### config.mk
export PLATFORM = sky130hd
export DESIGN_NAME = program_counter
export DESIGN_NICKNAME = d
export VERILOG_FILES = /design/src/rtl/program_counter.sv
export SDC_FILE = /design/constraint.sdc
export NUM_CORES = 1
export LEC_CHECK = 0
export BUFFER_PORTS_ARGS = -buffer_cell sky130_fd_sc_hd__buf_2
export CORE_ASPECT_RATIO = 0.8
export CORE_UTILIZATION = 41
export DETAILED_ROUTE_END_ITERATION = 16
export PLACE_DENSITY = 0.79
export SLEW_MARGIN = 20
export SYNTH_ARGS = -nofsm -noshare
export SYNTH_HDL_FRONTEND = slang
export SYNTH_SLANG_ARGS = --single-unit
export TNS_END_PERCENT = 100
### constraint.sdc
create_clock -name clk -period 1.6 [get_ports clk]
set_input_delay 0.16 -clock clk [delete_from_list [all_inputs] [get_ports clk]]
set_output_delay 0.16 -clock clk [all_outputs]
set_load 0.005 [all_outputs]
### src/rtl/program_counter.sv
// Registered program counter with previous-PC capture, PC+STEP lookahead and alignment flag.
// Optional stall input is enabled by defining PC_STALL_EN.
module program_counter #(
  parameter int               WIDTH        = 16,
  parameter logic [WIDTH-1:0] RESET_VECTOR = 16'h0000,
  parameter int               STEP         = 4,
  parameter int               ALIGN_BITS   = 2
) (
  input  logic             clk,
  input  logic             reset,
  input  logic [WIDTH-1:0] next_pc,
`ifdef PC_STALL_EN
  input  logic             stall,
`endif
  output logic [WIDTH-1:0] PC,
  output logic [WIDTH-1:0] pc_plus_step,
  output logic [WIDTH-1:0] prev_pc,
  output logic             wrap,
  output logic             misaligned
);

  logic [WIDTH-1:0] r_pc;
  logic [WIDTH-1:0] r_prev_pc;
  logic [WIDTH:0]   w_sum;
  logic             w_load;

`ifdef PC_STALL_EN
  assign w_load = ~stall;
`else
  assign w_load = 1'b1;
`endif

  // PC and prev_pc registers; reset dominates, a stalled edge holds both
  always_ff @(posedge clk or negedge reset) begin
    if (!reset) begin
      r_pc      <= RESET_VECTOR;
      r_prev_pc <= RESET_VECTOR;
    end else if (w_load) begin
      r_pc      <= next_pc;
      r_prev_pc <= r_pc;
    end else begin
      r_pc      <= r_pc;
      r_prev_pc <= r_prev_pc;
    end
  end

  // One extra bit keeps the carry-out so wrap is exact for any STEP
  assign w_sum = {1'b0, r_pc} + (WIDTH+1)'(STEP);

  generate
    if (ALIGN_BITS > 0) begin : g_align
      assign misaligned = |r_pc[ALIGN_BITS-1:0];
    end else begin : g_no_align
      assign misaligned = 1'b0;
    end
  endgenerate

  assign PC           = r_pc;
  assign prev_pc      = r_prev_pc;
  assign pc_plus_step = w_sum[WIDTH-1:0];
  assign wrap         = w_sum[WIDTH];

endmodule

==> run metrics, run 1 <==
total global routing overflow 0; setup violators final 11; syn nets 91; P per Cell Area 876 mW/mm^2; post-DR vias/cell 4.53; Routed WL 2.72 mm; outcome finished, violations left; ant diodes 0; maximum vdd ir drop 748 uV; die area 0.00290 mm^2; clock sink count 32; I/O pin cnt 68; area of the multi-input gates 344 um^2; worst hold slack 0.404 ns; Switching Fraction 22.8%; multiplexer area fraction after synthesis 0%; Final WS setup -0.149 ns; adder-cell share of the synthesized area 1.13%; DRT Pass-1 Iters 5; largest net degree at the start of global routing 33; reg-to-reg startpoint PC[2]$_DFF_PN0_; MaxCap Viol Count 0; CTS buffer count 5; max-slew violations 0; Synth Instances 72; mean post-synth cell area 15.3 um^2; Worst path top cell family by delay flip-flops; DR vias 970; Synth Area in Compound Gates 0%; sequential-to-total area share from yosys stat 72.6%; synth warn 0; CP max-delay cell dfrtp_1; largest stage delay on the critical path 0.37 ns; Die Ht 48.4 um; Worst slew margin 54.9%; # rows 16; clk root buf clkbuf_4; setup_tns -0.996 ns; worst setup path class flop to primary output; final std cells w/o fill 214; routability congestion estimate 0.658; Starting Density 44.1%; Setup crit start PC[2]$_DFF_PN0_; most common cell after layout, fill and taps aside buf_2; final routed DRC violation total 0; # port buffers 67; critical path arrival 1.59 ns; internal power 1310 uW; htree depth 2; Tot GR Track Use 20.4%; PnR Total Power 1690 uW; Critical Path End Type primary output; Storage cell area 811 um^2; synthesized area 0.00110 mm^2; Routed Antenna Nets 0; Final Hold Fails 0; worst-margin pin slew 0.677 ns; Synth Area in XOR/XNOR 9.52%; most frequent cells in the layout 67 x buf_2, 24 x dfrtp_1, 17 x dlygate4sd3_1; initial antenna violation count 0; R2R Setup Slk 0.83 ns; worst-path fanout max 5; combinational family with the most area after synthesis simple AND/OR/NAND/NOR gates; Nets 196; achievable frequency 0.572 GHz; Initial DRC Count 40; HP Class input port to async pin; vias in the first global route 903; Longest Clk Path Bufs 2; WL/cell 12.7 um; ratio of cells with drive above 1 in the final layout 62.9%; Yosys reg bits 32; failing checks setup timing; post-layout util 77.1%; min Tclk post-route 1.75 ns; DP HPWL 1.60 mm; CTS clock-pin slew for the worst setup and hold paths 0.10 ns; Leakage 0.000965 uW; first-pass GRT wire length 4.17 mm; register share of total power 52.3%; CP Launch Type flop; Gate power share 13.3%; placed cells 175; Fillers 145; core region area 0.00250 mm^2; worst skew pair latency 0.33 ns; simple-gate share of the synthesized area 14.1%; CP cell instances ha_2 -> nand3_4 -> buf_6 -> nor2_4 -> xor2_1 -> buf_2; Die W 60.0 um; CTS tree built; Netlist cell types 17; Layout area overhead 74.7%; clock power share 34.4%; CP Buf/Inv Count 2; RSZ-0062 raised after global routing yes; crit share post-route 109%; skew final 0.0152 ns; Worst EP required 1.44 ns; switching pwr 385 uW
-- repair_timing --
item / 4_1_cts / 5_1_grt
setup buffers: 10 / 4
gates resized for setup: 20 / 4
setup endpoints to repair: 11 / 11
pin swaps: 8 / 5
endpoints found under the hold margin: 48 / 0
hold buffers: 17 / 0
-- registers in the layout, indices dropped and copies added (netlist names) --
name and cells:
PC 16, prev_pc 16
-- area by class of cell --
type / instances / share of cell area [%]
inverters: 4 / 0.779
clock inverters: 2 / 1.82
well taps: 36 / 2.34
flip-flops and latches: 32 / 42.1
multi-input cells: 34 / 17.8
clock buffers: 6 / 2.14
repair buffers: 100 / 33.0
-- kinds of logic after synthesis --
family / after synthesis
buf+inv: 6
xor+xnor: 12
fa+ha+maj: 1
flops: 32
simple gates: 21
-- routing by layer --
layer | GRT usage [%] | share of wire [%] | vias to the layer above
met5 | 0 | 0 | -
met4 | 10.5 | 2.7 | 0
met3 | 8.02 | 7.0 | 10
met2 | 34.8 | 52 | 56
met1 | 21.1 | 38 | 460
li1 | - | - | 444
-- final timing paths --
path	end	cells after the start
min in group clk	prev_pc[1]$_DFF_PN0_	0
worst min register to register	prev_pc[1]$_DFF_PN0_	0
worst max register to register	prev_pc[2]$_DFF_PN0_	2
worst max-delay path	pc_plus_step[8]	6
worst min-delay path	prev_pc[11]$_DFF_PN0_	2
max in group asynchronous	PC[4]$_DFF_PN0_	2
-- synth_stat cells --
cell type	number	area share, %
xor2_1	8	6.3
inv_1	4	1.4
nand3_4	2	3.2
nand4_1	1	0.57
or2_2	1	0.57
and2_1	1	0.57
ha_1	1	1.1
buf_4	2	1.4
nand3_2	1	0.91
nor4_1	1	0.57
dfrtp_1	32	73
nor4_2	3	3.4
nor2_1	3	1.0
xnor2_1	4	3.2
nor3_1	3	1.4
nand2_1	3	1.0
nand3_1	2	0.91
-- metrics by stage --
stage	instance area (um^2)	setup slack (ns)
after floorplan	1100	0.191
after global placement	1480	0.114
after detailed placement	1480	0.0696
after CTS	1880	-0.0973
after global routing	1930	-0.243
final	1930	-0.149
-- power by group through the flow --
stage	Clock, uW	Sequential [uW]	Combinational [uW]
4_1_cts	598	882	214
3_3_place_gp	0	897	149
2_1_floorplan	0	903	41.2
3_5_place_dp	0	900	152
5_1_grt	647	890	248
6_report	581	884	224
Power figures use the tool's default switching activity.
==> run 2: changes to the inputs <==
CELL_PAD_IN_SITES_DETAIL_PLACEMENT = 2   (was not set)
CELL_PAD_IN_SITES_GLOBAL_PLACEMENT = 2   (was not set)
CORE_UTILIZATION = 25   (was 41)
==> run 2 against run 1 <==
Global-route usage shrank 4.5 points. Critical path type unchanged. Die area grew 61%. The flow still finishes with violations (setup timing). Core utilization down 30 points.
==> run metrics, run 2 (same netlist as run 1, synthesis figures left out) <==
critical path arrival 1.57 ns (-0.02 ns); crit share post-route 108% (-1.0 points); MaxCap Viol Count 0 (unchanged); worst skew pair latency 0.28 ns (-0.05 ns); # rows 21 (+5); core region area 0.00420 mm^2 (+68%); Layout area overhead 80.6%; WL/cell 14.6 um (+15%); most common cell after layout, fill and taps aside buf_2; RSZ-0062 raised after global routing yes; R2R Setup Slk 0.79 ns (-0.04 ns); placed cells 198 (+13%); ratio of cells with drive above 1 in the final layout 61.5% (-1.4 points); initial antenna violation count 0 (unchanged); failing checks setup timing; CP Launch Type flop; maximum vdd ir drop 461 uV (-38%); skew final 0.00230 ns (-0.0129 ns); reg-to-reg startpoint PC[6]$_DFF_PN0_; Switching Fraction 23.3% (+0.48 points); DP HPWL 2.37 mm (+48%); DRT Pass-1 Iters 3 (-2); achievable frequency 0.577 GHz (+0.97%); max-slew violations 0 (unchanged); Hold Crit Start PC[1]$_DFF_PN0_; Worst slew margin 52.4% (-2.5 points); Tot GR Track Use 15.9% (-4.5 points); Critical Path End Type primary output; Initial DRC Count 9 (-78%); clk root buf clkbuf_8; clock power share 36.9% (+2.5 points); die area 0.00469 mm^2 (+61%); final routed DRC violation total 0 (unchanged); worst hold slack 0.431 ns (+0.0268 ns); Routed WL 3.38 mm (+24%); worst-path fanout max 5 (unchanged); most frequent cells in the layout 67 x buf_2, 28 x dfrtp_1, 17 x dlygate4sd3_1; routability congestion estimate 0.669 (+1.6%); internal power 1360 uW (+4.2%); vias in the first global route 972 (+7.6%); register share of total power 50.1% (-2.2 points); PnR Total Power 1770 uW (+4.9%); Worst Hold Endpoint prev_pc[1]$_DFF_PN0_; Starting Density 26.2% (-18 points); outcome finished, violations left; Final WS setup -0.133 ns (+0.0168 ns); Gate power share 13.1% (-0.2 points); worst setup path class flop to primary output; Worst EP required 1.44 ns (about the same); CTS tree built; I/O pin cnt 68 (unchanged); final std cells w/o fill 231 (+7.9%); Nets 193 (-1.5%); Fillers 440 (+200%); Longest Clk Path Bufs 2 (unchanged); first-pass GRT wire length 5.22 mm (+25%); ant diodes 0 (unchanged); Die W 76.3 um (+27%); Worst Reg-to-Reg Cells 2 (unchanged); DR vias 932 (-3.9%); Routed Antenna Nets 0 (unchanged); HP Class flop to flop; Final Hold Fails 0 (unchanged); largest net degree at the start of global routing 33 (unchanged); setup violators final 10 (-1); CTS buffer count 5 (unchanged); switching pwr 412 uW (+7.1%); clock sink count 32 (unchanged); Hold Path Stages 0; P per Cell Area 889 mW/mm^2 (+1.5%); worst-margin pin slew 0.715 ns (+0.0374 ns); htree depth 2 (unchanged); reg2reg end prev_pc[6]$_DFF_PN0_; pre-CTS setup slack -0.000571 ns (-0.0702 ns); post-DR vias/cell 4.03 (-11%); min Tclk post-route 1.73 ns (-0.0168 ns); CTS clock-pin slew for the worst setup and hold paths 0.06 ns (-0.04 ns); Die Ht 61.4 um (+27%); total global routing overflow 0 (unchanged); # port buffers 67 (unchanged); Leakage 0.000984 uW (+2.0%)
## run 2: changes by cell type in the layout (fill, tap and decap cells not counted), moves of 2 or more
cell,previous run,this run
clkbuf_4,5,0
buf_4,13,8
clkbuf_8,0,7
dfrtp_2,8,4
buf_6,3,5
dfrtp_1,24,28
## run 2: area by class of cell
class                           instances  area, um^2  area share (%)
Multi-Input combinational cell         34         383            19.2
Timing Repair Buffer                   97         622            31.2
Sequential cell                        32         806            40.4
Clock buffer                            7        96.3            4.83
Tap cell                               57        71.3            3.58
Inverter                                4        15.0           0.753
## run 2: worst max-delay path by stage
stage / start / end / cells after the start
final: PC[2]$_DFF_PN0_ / pc_plus_step[13] / 6
after global routing: PC[2]$_DFF_PN0_ / pc_plus_step[13] / 6
after CTS: PC[2]$_DFF_PN0_ / pc_plus_step[13] / 6
after detailed placement: PC[2]$_DFF_PN0_ / pc_plus_step[14] / 5
after global placement: PC[3]$_DFF_PN0_ / pc_plus_step[14] / 5
after floorplan: PC[2]$_DFF_PN0_ / pc_plus_step[14] / 4
## run 2: repair_timing
| action | 4_1_cts | 5_1_grt |
|---|---|---|
| hold buffers | 17 | 0 |
| pin swaps | 12 | 6 |
| hold endpoints to repair | 48 | 0 |
| buffers inserted | 6 | 3 |
| setup endpoints to repair | 11 | 11 |
| resized for setup | 21 | 7 |
## run 2: power groups by stage
stage	logic [uW]	registers (uW)	clock network (uW)
6_report	232	887	653
5_1_grt	255	893	717
4_1_cts	228	887	686
3_5_place_dp	168	901	0
3_3_place_gp	159	895	0
2_1_floorplan	41.2	903	0
## run 2: critical path: stages (launching register included)
cell	delay, ns
dfrtp_1	0.41
buf_6	0.12
nand4_1	0.10
buf_6	0.16
nor4_4	0.15
xor2_1	0.21
buf_2	0.14
## run 2: metal layers
layer,vias up,track usage (%),routed length (um)
met5,-,0,0
met4,0,7.42,38
met3,4,5.78,159
met2,36,29.6,1910
met1,456,16.7,1270
li1,436,-,-
## run 2: per-stage QoR
step / instance area, um^2 / util, % / setup TNS (ns)
final: 1990 / 47.4 / -0.887
after detailed placement: 1530 / 36.3 / -0.000571
after floorplan: 1100 / - / 0
after global placement: 1530 / 36.3 / 0
after global routing: 1990 / 47.4 / -2.10
after CTS: 1940 / 46.3 / -0.975
